===== config.mk =====
export PLATFORM = sky130hd
export DESIGN_NAME = instruction_loader
export DESIGN_NICKNAME = d
export VERILOG_FILES = /design/src/rtl/instruction_loader.sv
export SDC_FILE = /design/constraint.sdc
export NUM_CORES = 1
export LEC_CHECK = 0
export CAP_MARGIN = 30
export CORE_ASPECT_RATIO = 1.5
export CORE_MARGIN = 2
export CORE_UTILIZATION = 55
export CTS_CLUSTER_SIZE = 10
export DETAILED_ROUTE_END_ITERATION = 7
export PLACE_DENSITY = 0.91
export SETUP_SLACK_MARGIN = 0.05
export SLEW_MARGIN = 20
export SYNTH_ARGS = -nofsm -noshare
export SYNTH_HDL_FRONTEND = slang
export SYNTH_SLANG_ARGS = --single-unit
export TNS_END_PERCENT = 1

===== constraint.sdc =====
create_clock -name clk -period 3.5 [get_ports clk]
set_clock_uncertainty 0.2 [all_clocks]
set_input_delay 0.525 -clock clk [delete_from_list [all_inputs] [get_ports clk]]
set_output_delay 0.525 -clock clk [all_outputs]
set_load 0.02 [all_outputs]

===== src/rtl/instruction_loader.sv =====
// instruction_loader
//   Writer side of the instruction-memory interface. Receives a program as a
//   byte stream (16-bit big-endian word count N, then 4*N bytes, each word
//   big-endian), packs the bytes into 32-bit words and writes them to
//   instruction memory starting at word address 0. The processor is held in
//   reset until a complete, well-formed program has been written.
//
//   Optional feature, enabled by defining OPCODE_CHECK_EN: every written
//   word's opcode field [31:26] is checked against the supported MIPS subset.
//   An unsupported opcode sets a sticky illegal_op flag and the session ends
//   in ERROR instead of DONE. Without the macro, illegal_op is tied to 0.
//
// Ports
//   clk           system clock, rising edge
//   reset         synchronous, active-high reset
//   start         begins a load session (sampled in IDLE, DONE, ERROR only)
//   byte_in       stream byte
//   byte_valid    byte_in valid
//   byte_ready    loader accepts a byte this cycle
//   mem_we        one-cycle write strobe per word
//   mem_addr      word address for the write
//   mem_wdata     instruction word for the write
//   cpu_hold      keeps the processor in reset while high
//   load_done     program loaded successfully (level)
//   load_error    session aborted (level)
//   words_written words written in this session
//   illegal_op    sticky unsupported-opcode flag

module instruction_loader #(
  parameter int MEMORY_DEPTH = 64,
  parameter int ADDR_WIDTH   = 6
) (
  input  logic                  clk,
  input  logic                  reset,
  input  logic                  start,
  input  logic [7:0]            byte_in,
  input  logic                  byte_valid,
  output logic                  byte_ready,
  output logic                  mem_we,
  output logic [ADDR_WIDTH-1:0] mem_addr,
  output logic [31:0]           mem_wdata,
  output logic                  cpu_hold,
  output logic                  load_done,
  output logic                  load_error,
  output logic [ADDR_WIDTH:0]   words_written,
  output logic                  illegal_op
);

  typedef enum logic [2:0] {
    IDLE, LEN_HI, LEN_LO, DATA, WRITE, DONE, ERROR
  } stateT;

  stateT       state;
  logic [7:0]  lenHi;
  logic [15:0] wordCount;
  logic [1:0]  byteIdx;
  logic [23:0] shiftReg;

  logic        take;
  logic [15:0] lenWord;
  logic [15:0] writtenNext;
  logic        badOpcode;
  logic        finalBad;

  assign take        = byte_valid && byte_ready;
  assign lenWord     = {lenHi, byte_in};
  assign writtenNext = 16'(words_written) + 16'd1;

`ifdef OPCODE_CHECK_EN
  logic illegalSeen;

  // mem_wdata holds the word being written while in WRITE.
  always_comb begin
    badOpcode = 1'b1;
    case (mem_wdata[31:26])
      6'h00, 6'h08, 6'h0d, 6'h0c, 6'h0f, 6'h23,
      6'h2b, 6'h04, 6'h05, 6'h02, 6'h03: badOpcode = 1'b0;
      default:                           badOpcode = 1'b1;
    endcase
  end

  // The final word's own check must count, so look at it before it lands
  // in the sticky flag.
  assign finalBad   = illegalSeen | badOpcode;
  assign illegal_op = illegalSeen;
`else
  assign badOpcode  = 1'b0;
  assign finalBad   = 1'b0;
  assign illegal_op = 1'b0;
`endif

  always_ff @(posedge clk) begin
    if (reset) begin
      state         <= IDLE;
      byte_ready    <= 1'b0;
      mem_we        <= 1'b0;
      mem_addr      <= '0;
      mem_wdata     <= '0;
      cpu_hold      <= 1'b1;
      load_done     <= 1'b0;
      load_error    <= 1'b0;
      words_written <= '0;
      lenHi         <= '0;
      wordCount     <= '0;
      byteIdx       <= '0;
      shiftReg      <= '0;
`ifdef OPCODE_CHECK_EN
      illegalSeen   <= 1'b0;
`endif
    end else begin
      mem_we <= 1'b0;
      case (state)
        IDLE, DONE, ERROR: begin
          if (start) begin
            state         <= LEN_HI;
            byte_ready    <= 1'b1;
            cpu_hold      <= 1'b1;
            load_done     <= 1'b0;
            load_error    <= 1'b0;
            words_written <= '0;
            byteIdx       <= '0;
`ifdef OPCODE_CHECK_EN
            illegalSeen   <= 1'b0;
`endif
          end
        end

        LEN_HI: begin
          if (take) begin
            lenHi <= byte_in;
            state <= LEN_LO;
          end
        end

        LEN_LO: begin
          if (take) begin
            wordCount <= lenWord;
            if (lenWord == 16'd0) begin
              state      <= DONE;
              byte_ready <= 1'b0;
              cpu_hold   <= 1'b0;
              load_done  <= 1'b1;
            end else if (lenWord > 16'(MEMORY_DEPTH)) begin
              state      <= ERROR;
              byte_ready <= 1'b0;
              load_error <= 1'b1;
            end else begin
              state <= DATA;
            end
          end
        end

        DATA: begin
          if (take) begin
            byteIdx  <= byteIdx + 2'd1;
            shiftReg <= {shiftReg[15:0], byte_in};
            if (byteIdx == 2'd3) begin
              state      <= WRITE;
              byte_ready <= 1'b0;
              mem_we     <= 1'b1;
              mem_addr   <= words_written[ADDR_WIDTH-1:0];
              mem_wdata  <= {shiftReg, byte_in};
            end
          end
        end

        WRITE: begin
          words_written <= words_written + 1'b1;
`ifdef OPCODE_CHECK_EN
          illegalSeen   <= illegalSeen | badOpcode;
`endif
          if (writtenNext == wordCount) begin
            if (finalBad) begin
              state      <= ERROR;
              load_error <= 1'b1;
            end else begin
              state     <= DONE;
              cpu_hold  <= 1'b0;
              load_done <= 1'b1;
            end
          end else begin
            state      <= DATA;
            byte_ready <= 1'b1;
          end
        end

        default: begin
          state      <= IDLE;
          byte_ready <= 1'b0;
          cpu_hold   <= 1'b1;
        end
      endcase
    end
  end

endmodule


==> results of run 1 <==
-- path summary, 6_finish.rpt --
path,startpoint,end,slack [ns],depth (start not counted)
max,words_written[0],cpu_hold,0.69,6
min,mem_addr[1],mem_addr[1],0.25,2
max reg2reg,words_written[0],cpu_hold,0.69,6
min reg2reg,mem_addr[1],mem_addr[1],0.25,2
-- cell usage after synthesis, drive strengths merged (3+ instances only) --
master,count,area share
nand2,169,0.15
dfxtp,103,0.48
a21oi,91,0.11
clkbuf,30,0.026
nor2,29,0.025
o21ai,12,0.014
buf,10,0.012
mux2i,9,0.021
nor4,8,0.013
nand3,7,0.0081
nor3,7,0.0081
inv,6,0.0052
nand4,5,0.0073
or4,5,0.0099
a211oi,4,0.0070
nor2b,4,0.0058
xnor2,4,0.0081
xor2,4,0.0081
nand3b,3,0.0052
or3,3,0.0044
-- worst reg2reg max path: cells and delay by family, from the launching register on --
family          cells  cell delay, ns
flops               1            0.56
simple gates        3            0.78
fa+ha+maj           1            0.40
compound gates      2            0.76
-- where the power goes --
part / leakage (nW) / internal [W] / switching, W
clock: 0.136 / 0.000522 / 0.000425
sequential: 0.831 / 0.00121 / 0.0000654
combinational: 0.747 / 0.000189 / 0.000294
total: 1.71 / 0.00192 / 0.000785
-- layout make-up --
class	count	area [µm²]	share of cell area
multi-input cells	406	2083	0.3959
flip-flops and latches	103	2062	0.3918
repair buffers	70	685.7	0.1303
clock buffers	12	256.5	0.04874
well taps	102	127.6	0.02425
clock inverters	3	25.02	0.004755
inverters	6	22.52	0.004280
-- per-layer routing --
metal / track usage / part of all wire / wire [µm] / vias to the layer above
li1: - / - / - / 1972
met1: 0.2822 / 0.38 / 4086 / 1871
met2: 0.4743 / 0.54 / 5878 / 135
met3: 0.04019 / 0.047 / 511 / 33
met4: 0.1418 / 0.034 / 369 / 0
met5: 0 / 0 / 0 / -
-- cell families (layout without fill, tap and decap cells) --
family / Yosys count / after routing
simple gates: 248 / 248
compound gates: 137 / 137
flops: 103 / 103
buf+inv: 46 / 91
mux: 9 / 9
xor+xnor: 8 / 8
fa+ha+maj: 3 / 3
other cells: 1 / 1
-- registers in the layout, summed over array words and instances (netlist names) --
name and flops:
mem_wdata 32, shiftReg 24, wordCount 16, lenHi 8, words_written 7, mem_addr 6, state 3, byteIdx 2
byte_ready 1, cpu_hold 1, load_done 1, load_error 1, mem_we 1
-- per-stage QoR --
step	area (µm²)	utilization	worst slack, ns	hold WS [ns]
global placement	4981	0.6543	0.4927	0.2385
finish	5263	0.6913	0.6850	0.2523
floorplan	4314	-	0.9268	0.2321
CTS	5263	0.6913	0.6776	0.2543
detailed placement	4981	0.6543	0.3987	0.2453
global route	5263	0.6913	0.4035	0.2697
==> key figures, run 1 <==
CTS
  – CTS resizes: 0
  – Postcts setup bufs: 0
  – CTS buffer count: 9
  – H-Tree Depth: 3
  – Clk_lat worst skew: about 0.35 ns
  – Root Buffer Master: clkbuf_16
  – TritonCTS clock tree: yes
  – Worst-path clk slew: 0.06 ns
  – # hold bufs at CTS: 0
  – Buffer levels on the longest clock path: 2
  – Clock Sinks: 103

Power
  – Power per Cell Area: 514.1 mW/mm²
  – Final Power: 0.002705 W
  – Static leakage: around 1.7 nW
  – Peak supply drop: just over 0.0004 V

Logic synthesis
  – Post-Syn Instances: between 500 and 600
  – Post-synthesis compound-gate area fraction: 0.1845
  – Synth Area in Adders: 0.008121
  – Synth Warn #: 0
  – Post-synth net total: around 570
  – Simple-gate share of the synthesized area: 0.2483
  – Multiplexer area fraction after synthesis: 0.02088
  – Seq/Total Area, Yosys: 0.4780
  – Post-Syn Area: around 0.0043 mm²
  – Main synth FF type: dfxtp_1
  – Synth Register Bits: roughly 100
  – Post-synth cell types: 56
  – EDFF count, synth: 0
  – Post-synthesis area per instance: roughly 8 µm²
  – Largest family of logic cells by synthesized area: simple AND/OR/NAND/NOR gates
  – Ys async rst share: 0
  – Xor/xnor cell area share of the yosys netlist: 0.01624

STA
  – Least-Margin Pin Slew: approximately 0.77 ns
  – F_max: 0.3552 GHz
  – Slew Viols, Final: 0
  – Post-route clock period utilization: 0.8043
  – Final Hold Vio Count: 0
  – Tmin final: 2.815 ns
  – Slew margin rel.: 0.4844
  – Setup_tns: 0 ns
  – Finish-stage setup viols: 0
  – RSZ-0062 raised after global routing: no

GRT
  – GRT Util Overall: 0.2585
  – Initial antenna violation count: 0
  – Global route overflow: 0
  – Vias in the first global route: roughly 3800
  – Pin count of the biggest net entering global routing: 44
  – First-pass GRT wire length: about 18 mm

Worst setup path
  – Crit path DAT: around 2.9 ns
  – WS Path Type: reg -> reg
  – CP endpoint kind: flop
  – CP bufs+invs: 0
  – Cell Chain, Critical Path: ha_1 > nand3_1 > a2111oi_0 > nor4bb_1 > or4_4 > a311o_1
  – Critical path launch point type: flop
  – CP required: ~3.5 ns
  – CP delay by family, top: simple AND/OR/NAND/NOR gates
  – Crit-path max FO: 12
  – Worst stage delay on the critical path: 0.56 ns
  – Crit-path slowest cell: dfxtp_1

Final layout
  – Area growth from synthesis to layout: 21.98%
  – Nets@finish: a little over 600
  – Fill cells: roughly 640
  – Non-filler cells, final: about 700
  – Commonest non-fill, non-tap cell in the layout: nand2_1
  – Share of cells above drive strength 1: 0.05667
  – Ant diodes: 0
  – Most frequent cells in the layout: 169 x nand2_1, 103 x dfxtp_1, 91 x a21oi_1, 60 x clkdlybuf4s50_1, 28 x nor2_1

Status
  – Status: finished clean

Flow run
  – Total of max-cap violations: 0

Routing
  – WL/cell: around 15 µm
  – Post-detailed-routing wire length: 10.85 mm
  – First-pass DRT Iterations: 5
  – DRT iter0 DRCs: slightly above 300
  – Antenna viol nets, final: 0
  – Drc violations: 0
  – Via/cell ratio: roughly 5.7
  – Via count: 4011

Placement
  – Cells after DPL: 687
  – Gpl congestion: around 0.89
  – Final HPWL DP: roughly 7.7 mm
  – Port bufs: 61

Floorplanning
  – Initial Util: 0.5667
  – I/O pin count: 63
  – Placeable Area: around 0.0076 mm²
  – Die Ht: roughly 110 µm
  – Width of the die: roughly 76 µm
  – Cell row count: 39
  – Die Footprint: approximately 0.0086 mm²

Hold path
  – Hold WC Path Type: reg -> reg
Note: power is estimated with default switching activity, not from simulation.
==> inputs of run 2 (changes only) <==
CORE_UTILIZATION = 54   (was 55)
PLACE_DENSITY = 0.89   (was 0.91)
clock period = 2.8 ns   (was 3.5 ns; I/O delays follow)
==> key figures, run 2 (synthesized netlist as in run 1, its figures left out) <==
Worst setup path
  – Reg-to-reg endpoint: cpu_hold
  – Crit path DAT: 2.70 ns (-0.15 ns)
  – Worst R2R Start: words_written[0]
  – WS Path Type: reg -> reg
  – Cell Chain, Critical Path: ha_1 > nand3_1 > a2111oi_0 > nor4bb_1 > or4_4 > a311o_1
  – Crit-path max FO: 7 (-5)
  – Crit path from: words_written[0]
  – CP bufs+invs: 0 (unchanged)
  – Reg2Reg Depth: 6 (unchanged)
  – CP delay by family, top: compound AO/OA/AOI/OAI gates
  – CP endpoint kind: flop
  – Crit-path slowest cell: a2111oi_0
  – Critical path launch point type: flop
  – Crit. path cell count: 6 (unchanged)
  – Register-to-register setup slack: 0.14 ns (-0.55 ns)
  – CP required: 2.83 ns (-0.70 ns)
  – Worst stage delay on the critical path: 0.53 ns (-0.03 ns)

GRT
  – Vias in the first global route: 4046 (+5.3%)
  – Pin count of the biggest net entering global routing: 48 (+9.1%)
  – Global route overflow: 0 (unchanged)
  – GRT Util Overall: 0.2623 (+0.003791)
  – Initial antenna violation count: 0 (unchanged)
  – First-pass GRT wire length: 18.40 mm (+3.0%)

Power
  – Final Power: 0.003511 W (+30%)
  – Power per Cell Area: 644.5 mW/mm² (+25%)
  – Int Pwr: 0.002520 W (+31%)
  – Clock power frac: 0.370 (+0.020)
  – Peak supply drop: 0.0003598 V (-13%)
  – Net switching power: 0.0009916 W (+26%)
  – Comb power frac: 0.176 (-0.003)
  – Sequential share of power: 0.454 (-0.017)
  – Switch share: 0.2824 (-0.007640)
  – Static leakage: 1.840 nW (+7.4%)

Hold path
  – HP Start: reset
  – Min-Delay Path Depth: 2 (unchanged)
  – Hold WC Path Type: in -> reg
  – Hold Path Sink: words_written[0]

STA
  – Setup slack after layout: 0.1352 ns (-0.5499 ns)
  – Final Hold Vio Count: 0 (unchanged)
  – Post-route clock period utilization: 0.9517 (+0.1475)
  – Finish-stage setup viols: 0 (unchanged)
  – Tmin final: 2.665 ns (-0.1501 ns)
  – Least-Margin Pin Slew: 0.6152 ns (-0.1571 ns)
  – RSZ-0062 raised after global routing: no
  – F_max: 0.3753 GHz (+5.6%)
  – Slew Viols, Final: 0 (unchanged)
  – Slew margin rel.: 0.5874 (+0.1030)

Final layout
  – Largest register FFs: 32 (unchanged)
  – Most frequent cells in the layout: 169 x nand2_1, 103 x dfxtp_1, 91 x a21oi_1, 60 x clkdlybuf4s50_1
  – Share of cells above drive strength 1: 0.09018 (+0.03351)
  – Commonest non-fill, non-tap cell in the layout: nand2_1
  – Nets@finish: 630 (+3.3%)
  – Top reg by flops: mem_wdata
  – Post-route cell area: 0.005448 mm² (+3.5%)
  – Top flop regs: mem_wdata: 32 flops, shiftReg: 24 flops, wordCount: 16 flops
  – Ant diodes: 0 (unchanged)
  – Finished Core Util: 0.7066 (+0.01527)
  – Area growth from synthesis to layout: 26.28%

Routing
  – DRT iter0 DRCs: 220 (-28%)
  – Drc violations: 0 (unchanged)
  – Via/cell ratio: 5.751 (+0.65%)
  – First-pass DRT Iterations: 7 (+2)
  – Post-detailed-routing wire length: 11.05 mm (+1.8%)
  – WL/cell: 15.28 µm (-1.1%)
  – Via count: 4158 (+3.7%)
  – Antenna viol nets, final: 0 (unchanged)

Floorplanning
  – I/O pin count: 63 (unchanged)
  – Die Ht: 113.5 µm (+0.89%)
  – Width of the die: 76.98 µm (+0.87%)
  – Initial Util: 0.5596 (-0.007174)
  – Placeable Area: 0.007710 mm² (+1.3%)
  – Die Footprint: 0.008735 mm² (+1.8%)
  – Cell row count: 39 (unchanged)

Placement
  – Final HPWL DP: 7.851 mm (+2.5%)
  – DP Area: 0.005131 mm² (+3.0%)
  – Gpl congestion: 0.9591 (+8.1%)
  – Port bufs: 61 (unchanged)
  – Dpl ws: -0.08541 ns (-0.4841 ns)

CTS
  – # hold bufs at CTS: 0 (unchanged)
  – Buffer levels on the longest clock path: 2 (unchanged)
  – CTS buffer count: 9 (unchanged)
  – Root Buffer Master: clkbuf_16
  – Clk_lat worst skew: 0.35 ns (about the same)
  – Clock Sinks: 103 (unchanged)
  – Worst-path clk slew: 0.06 ns (about the same)
  – Postcts setup bufs: 0 (unchanged)
  – H-Tree Depth: 3 (unchanged)
  – CTS resizes: 0 (unchanged)
  – TritonCTS clock tree: yes

Flow run
  – Total of max-cap violations: 0 (unchanged)

Status
  – Status: finished clean
==> run 2: cell count changes in the layout (fill, tap and decap cells not counted) <==
cell / before / now
buf_4: 8 / 28
bufinv_16: 0 / 1
clkbuf_1: 1 / 0
clkinv_2: 0 / 1
clkinv_4: 0 / 1
clkinvlp_4: 1 / 0
inv_6: 2 / 1
inv_8: 0 / 1
==> run 2: worst register-to-register path: cells and delay by family (launching register included) <==
family	cells	cell delay [ns]
adders and majority gates	1	0.21
DFF	1	0.47
and+or+nand+nor	3	0.77
AOI/OAI and AO/OA	2	0.89
==> run 2: cell type report <==
cell class / count / area [µm²]
clock inverters: 5 / 63.81
inverters: 6 / 22.52
fillers: 614 / 2262
repair buffers: 90 / 835.8
clock buffers: 11 / 252.7
multi-input cells: 406 / 2083
well taps: 102 / 127.6
flip-flops and latches: 103 / 2062
==> run 2: layer usage <==
layer,part of all wire,vias up,global-route usage
met3,0.038,31,0.03877
li1,-,2018,-
met4,0.030,0,0.1500
met2,0.56,117,0.4871
met5,0,-,0
met1,0.37,1992,0.2811
==> run 2: worst max path at each step <==
| stage | endpoint |
|---|---|
| after floorplan | cpu_hold |
| after global placement | cpu_hold |
| after detailed placement | cpu_hold |
| after CTS | cpu_hold |
| after global routing | cpu_hold |
| final | cpu_hold |
==> run 2: power groups by stage <==
stage                     logic [W]  registers (W)  clock network [W]
after CTS                  0.000609        0.00159            0.00132
after detailed placement   0.000607        0.00162                  0
after global placement     0.000593        0.00162                  0
after global routing       0.000675        0.00160            0.00138
final                      0.000619        0.00159            0.00130
after floorplan            0.000433        0.00159                  0
==> run 2: metrics by stage <==
step | hold slack (ns) | TNS (ns) | cells
after floorplan | 0.2321 | 0 | 555
after global placement | 0.2408 | -0.02523 | 707
after detailed placement | 0.2465 | -0.08541 | 707
after CTS | 0.2446 | 0 | 723
after global routing | 0.2568 | 0 | 723
final | 0.2510 | 0 | 723
==> inputs of run 3 (changes only) <==
CORE_UTILIZATION = 45   (was 54)
PLACE_DENSITY = 0.78   (was 0.89)
clock period = 2.5 ns   (was 2.8 ns; I/O delays follow)
==> key figures, run 3 (synthesized netlist as in run 1, its figures left out) <==
Status
  – Status: finished clean

STA
  – Slew Viols, Final: 0 (unchanged)
  – Finish-stage setup viols: 0 (unchanged)
  – RSZ-0062 raised after global routing: yes
  – Least-Margin Pin Slew: 0.6769 ns (+0.06171 ns)
  – Final Hold Vio Count: 0 (unchanged)
  – Setup_tns: 0 ns (unchanged)
  – Setup slack after layout: 0.07637 ns (-0.05881 ns)
  – F_max: 0.4126 GHz (+10%)
  – Post-route clock period utilization: 0.9695 (+0.01773)
  – Slew margin rel.: 0.5446 (-0.04283)
  – Tmin final: 2.424 ns (-0.2412 ns)

GRT
  – Initial antenna violation count: 0 (unchanged)
  – GRT Util Overall: 0.2213 (-0.04099)
  – First-pass GRT wire length: 18.59 mm (+1.0%)
  – Pin count of the biggest net entering global routing: 50 (+4.2%)
  – Global route overflow: 0 (unchanged)
  – Vias in the first global route: 3923 (-3.0%)

Hold path
  – HP Start: reset
  – Hold WC Path Type: in -> reg
  – Min-Delay Path Depth: 2 (unchanged)

Final layout
  – Most frequent cells in the layout: 169 x nand2_1, 98 x dfxtp_1, 91 x a21oi_1, 60 x clkdlybuf4s50_1, 35 x buf_4
  – Nets@finish: 636 (+0.95%)
  – Non-filler cells, final: 739 (+2.2%)
  – Commonest non-fill, non-tap cell in the layout: nand2_1
  – Top reg by flops: mem_wdata
  – Post-route cell area: 0.005515 mm² (+1.2%)
  – Area growth from synthesis to layout: 27.84%
  – Share of cells above drive strength 1: 0.1132 (+0.02306)
  – Largest register FFs: 32 (unchanged)
  – Top flop regs: mem_wdata: 32 flops, shiftReg: 24 flops, wordCount: 16 flops
  – Ant diodes: 0 (unchanged)

Worst setup path
  – Crit-path slowest cell: or4_4
  – CP required: 2.53 ns (-0.30 ns)
  – Crit path DAT: 2.45 ns (-0.25 ns)
  – CP endpoint kind: flop
  – Worst R2R Start: words_written[1]
  – Cell Chain, Critical Path: ha_1 > xnor2_1 > nand4_1 > a211o_1 > or4_4 > a311o_1
  – CP bufs+invs: 0 (unchanged)
  – Reg2Reg Depth: 6 (unchanged)
  – Crit. path cell count: 6 (unchanged)
  – Crit-path max FO: 5 (-2)
  – WS Path Type: reg -> reg
  – Critical path launch point type: flop
  – CP delay by family, top: simple AND/OR/NAND/NOR gates
  – Crit path from: words_written[1]
  – Worst stage delay on the critical path: 0.54 ns (about the same)

Floorplanning
  – Die Ht: 123.9 µm (+9.2%)
  – Cell row count: 43 (+10%)
  – Width of the die: 83.95 µm (+9.0%)
  – Initial Util: 0.4635 (-0.09606)
  – Die Footprint: 0.01040 mm² (+19%)
  – I/O pin count: 63 (unchanged)
  – Placeable Area: 0.009308 mm² (+21%)

Power
  – Final Power: 0.003928 W (+12%)
  – Peak supply drop: 0.0005150 V (+43%)
  – Power per Cell Area: 712.1 mW/mm² (+10%)
  – Static leakage: 1.862 nW (+1.2%)

Flow run
  – Total of max-cap violations: 0 (unchanged)

Routing
  – First-pass DRT Iterations: 4 (-3)
  – WL/cell: 15.24 µm (-0.28%)
  – Drc violations: 0 (unchanged)
  – Via count: 4119 (-0.94%)
  – Via/cell ratio: 5.574 (-3.1%)
  – DRT iter0 DRCs: 224 (+1.8%)
  – Antenna viol nets, final: 0 (unchanged)
  – Post-detailed-routing wire length: 11.26 mm (+1.9%)

CTS
  – TritonCTS clock tree: yes
  – H-Tree Depth: 3 (unchanged)
  – Worst-path clk slew: 0.07 ns (about the same)
  – Clk_lat worst skew: 0.34 ns (about the same)
  – # hold bufs at CTS: 0 (unchanged)
  – Clock Sinks: 103 (unchanged)
  – Root Buffer Master: clkbuf_16
  – Buffer levels on the longest clock path: 2 (unchanged)
  – CTS buffer count: 9 (unchanged)

Placement
  – Final HPWL DP: 7.970 mm (+1.5%)
  – DP Area: 0.005184 mm² (+1.0%)
  – Cells after DPL: 723 (+2.3%)
  – Dpl ws: -0.3435 ns (-0.2581 ns)
  – Gpl congestion: 0.8980 (-6.4%)
  – Port bufs: 61 (unchanged)
run 3: layer usage:
metal | up-vias | global-route usage | part of all wire
met2 | 118 | 0.4085 | 0.54
met5 | - | 0 | 0
met4 | 0 | 0.1270 | 0.032
met3 | 29 | 0.02386 | 0.032
li1 | 2029 | - | -
met1 | 1943 | 0.2468 | 0.40
run 3: path summary, 6_finish.rpt:
path / end / slack [ns]
worst max-delay path: cpu_hold / 0.08
worst min-delay path: words_written[3] / 0.16
worst max register to register: cpu_hold / 0.08
worst min register to register: mem_wdata[15] / 0.25
run 3: cell type report:
cell class | count | area [µm²]
Clock inverter | 4 | 33.78
Multi-Input combinational cell | 406 | 2113
Sequential cell | 103 | 2071
Inverter | 6 | 22.52
Fill cell | 821 | 3792
Clock buffer | 12 | 266.5
Tap cell | 112 | 140.1
Timing Repair Buffer | 96 | 868.3
run 3: power by group:
part | internal (W) | total, W | switching [W] | leakage [nW]
logic | 0.000309 | 0.000741 | 0.000432 | 0.878
clock network | 0.000770 | 0.00139 | 0.000624 | 0.152
registers | 0.00169 | 0.00179 | 0.0000995 | 0.833
run 3: worst reg2reg max path: cells and delay by family (launching register included):
| kind | cells | cell delay, ns |
|---|---|---|
| and+or+nand+nor | 2 | 0.65 |
| adders and majority gates | 1 | 0.31 |
| AOI/OAI and AO/OA | 2 | 0.64 |
| DFF | 1 | 0.36 |
| xor gates and xnor gates | 1 | 0.15 |
run 3: repair_timing:
action | in CTS | in global routing
pin swaps | 1 | 0
gates cloned | 0 | 0
resized for setup | 1 | 8
setup buffers | 0 | 0
setup endpoints to repair | 1 | 14
run 3: metrics by stage:
step	utilization	hold slack (ns)
6_report	0.5926	0.1625
5_1_grt	0.5926	0.1769
4_1_cts	0.5896	0.1504
3_5_place_dp	0.5569	0.2459
3_3_place_gp	0.5569	0.2417
2_1_floorplan	-	0.2321
==> edit: new RTL, settings of run 3 <==
Build with the macro `OPCODE_CHECK_EN` defined.
--- a/src/rtl/instruction_loader.sv
+++ b/src/rtl/instruction_loader.sv
@@ -26,4 +26,6 @@
 //   words_written words written in this session
 //   illegal_op    sticky unsupported-opcode flag
+
+`define OPCODE_CHECK_EN
 
 module instruction_loader #(
Formal check against the unedited RTL: not equivalent (Yosys sat finds a counterexample within 10 cycles, from zero or initial values and one cycle with reset high).
==> edit against run 3 <==
  * Routed wire length grew 1.3%
  * Sequential power shrank 3%
  * Critical endpoint is now byte_ready$_SDFFE_PP0P_
  * Global-route usage shrank 0.76 points
  * Core utilization shrank 1.3 points
  * Sequential cell count grew 1
  * Total power shrank 4.1%
  * Critical path depth is the same
  * Design area grew 0.70%
  * Area after synthesis grew 1.5%
  * Clock power grew 6%
  * Worst setup slack gained 0.13 ns
  * Highest routed layer unchanged
==> edit: results <==
set metrics [dict create \
    reg2reg_setup_slack_ns 0.21 \
    drtIter0Drc 346 \
    drt-wirelength-per-cell_um 15.2 \
    critPathArrivalTime_ns 2.30 \
    hp-class "flop to flop" \
    synthAdderAreaFrac_pct 0.571 \
    ys_types 48 \
    grt_pass1_wl_um 18300 \
    io_buffers 62 \
    timing.rr.end "load_error$_SDFFE_PP0P_" \
    swShare_pct 26.4 \
    synthMuxAreaShare_pct 1.83 \
    status "finished clean" \
    grt_usage_pct 21.4 \
    use_met1_pct 25.3 \
    cts_htree_levels 3 \
    ys_top_cells_by_count "173 x nand2_1, 104 x dfxtp_1, 97 x a21oi_1" \
    dpl.hpwl_um 8010 \
    timing.rr.start "words_written[4]$_SDFFE_PP0P_" \
    cp_max_fo 3 \
    holdCritStartpoint "shiftReg[19]$_SDFFE_PP0P_" \
    drive_above_1_share_pct 8.49 \
    use_met3_pct 3.11 \
    use_met2_pct 37.3 \
    leakage_uw 0.00187 \
    synthXorXnorAreaFrac_pct 1.60 \
    synthTopCellsByArea "dfxtp_1 48%, nand2_1 15%, a21oi_1 11%" \
    syn_inst 566 \
    met2_length_um 5780 \
    grt_max_degree 55 \
    dp.cells 735 \
    dr.max_layer_used "met4" \
    route.met3.wl_um 617 \
    place_area_um2 5230 \
    vdd_drop_max_uv 465 \
    min_to "mem_wdata[27]$_SDFFE_PP0P_" \
    cp-endpoint "byte_ready$_SDFFE_PP0P_" \
    slowest_delay_ns 0.60 \
    first_pass_iters 5 \
    gp_congestion 0.906 \
    num_vias 4163 \
    ys_seq_area_share_pct 47.5 \
    post_cts.repair.setup_buffers 0 \
    wl_met1_um 4660 \
    rr_worst_depth 6 \
    synth_nets 580 \
    grt_pass1_vias 3920 \
    synth_compound_area_share_pct 18.2 \
    slew_headroom_pct 62.4 \
    crit_start "byte_in[5]" \
    wl_um 11400 \
    fin_nets 645 \
]
## edit: cell count changes after synthesis, sizes merged, moves of 4 or more
cell and change:
nand2 +4, nor2b +6, nand2b +4, nor4 -4, o21ai +6, a21oi +6
## edit: layout make-up
type	count	area [µm²]
well taps	115	144
clock buffers	12	267
clock inverters	4	51.3
multi-input cells	421	2140
fillers	881	4030
repair buffers	91	858
inverters	4	15.0
flip-flops and latches	104	2080
## edit: kinds of logic after synthesis
family / Yosys count
adders and majority gates: 2
and+or+nand+nor: 259
AOI/OAI and AO/OA: 144
muxes: 8
DFF: 104
xor gates and xnor gates: 8
buffers and inverters: 41
## edit: per-stage QoR
stage | hold WS (ns) | power, µW | worst slack [ns] | utilization (%) | setup TNS [ns]
final | 0.251 | 3770 | 0.207 | 58.0 | 0
after floorplan | 0.232 | 2120 | 0.367 | - | 0
after global placement | 0.241 | 2300 | -0.170 | 54.6 | -0.884
after detailed placement | 0.245 | 2320 | -0.170 | 54.6 | -0.897
after CTS | 0.255 | 3760 | 0.184 | 57.9 | 0
after global routing | 0.271 | 3890 | 0.113 | 58.0 | 0
## edit: what timing repair did
action / 4_1_cts / 5_1_grt
hold endpoints to repair: 0 / 0
gates resized for setup: 0 / 1
setup endpoints to repair: 0 / 1
## edit: power by group through the flow
stage	clock, µW	combinational (µW)	sequential, µW
2_1_floorplan	0	350	1770
3_3_place_gp	0	531	1770
3_5_place_dp	0	546	1770
4_1_cts	1480	550	1740
5_1_grt	1540	606	1740
6_report	1470	560	1740
## edit: worst max-delay path, delay by kind of cell
family | cells | cell delay (ns)
AOI/OAI and AO/OA | 3 | 0.38
and+or+nand+nor | 2 | 1.05
buffers and inverters | 1 | 0.49
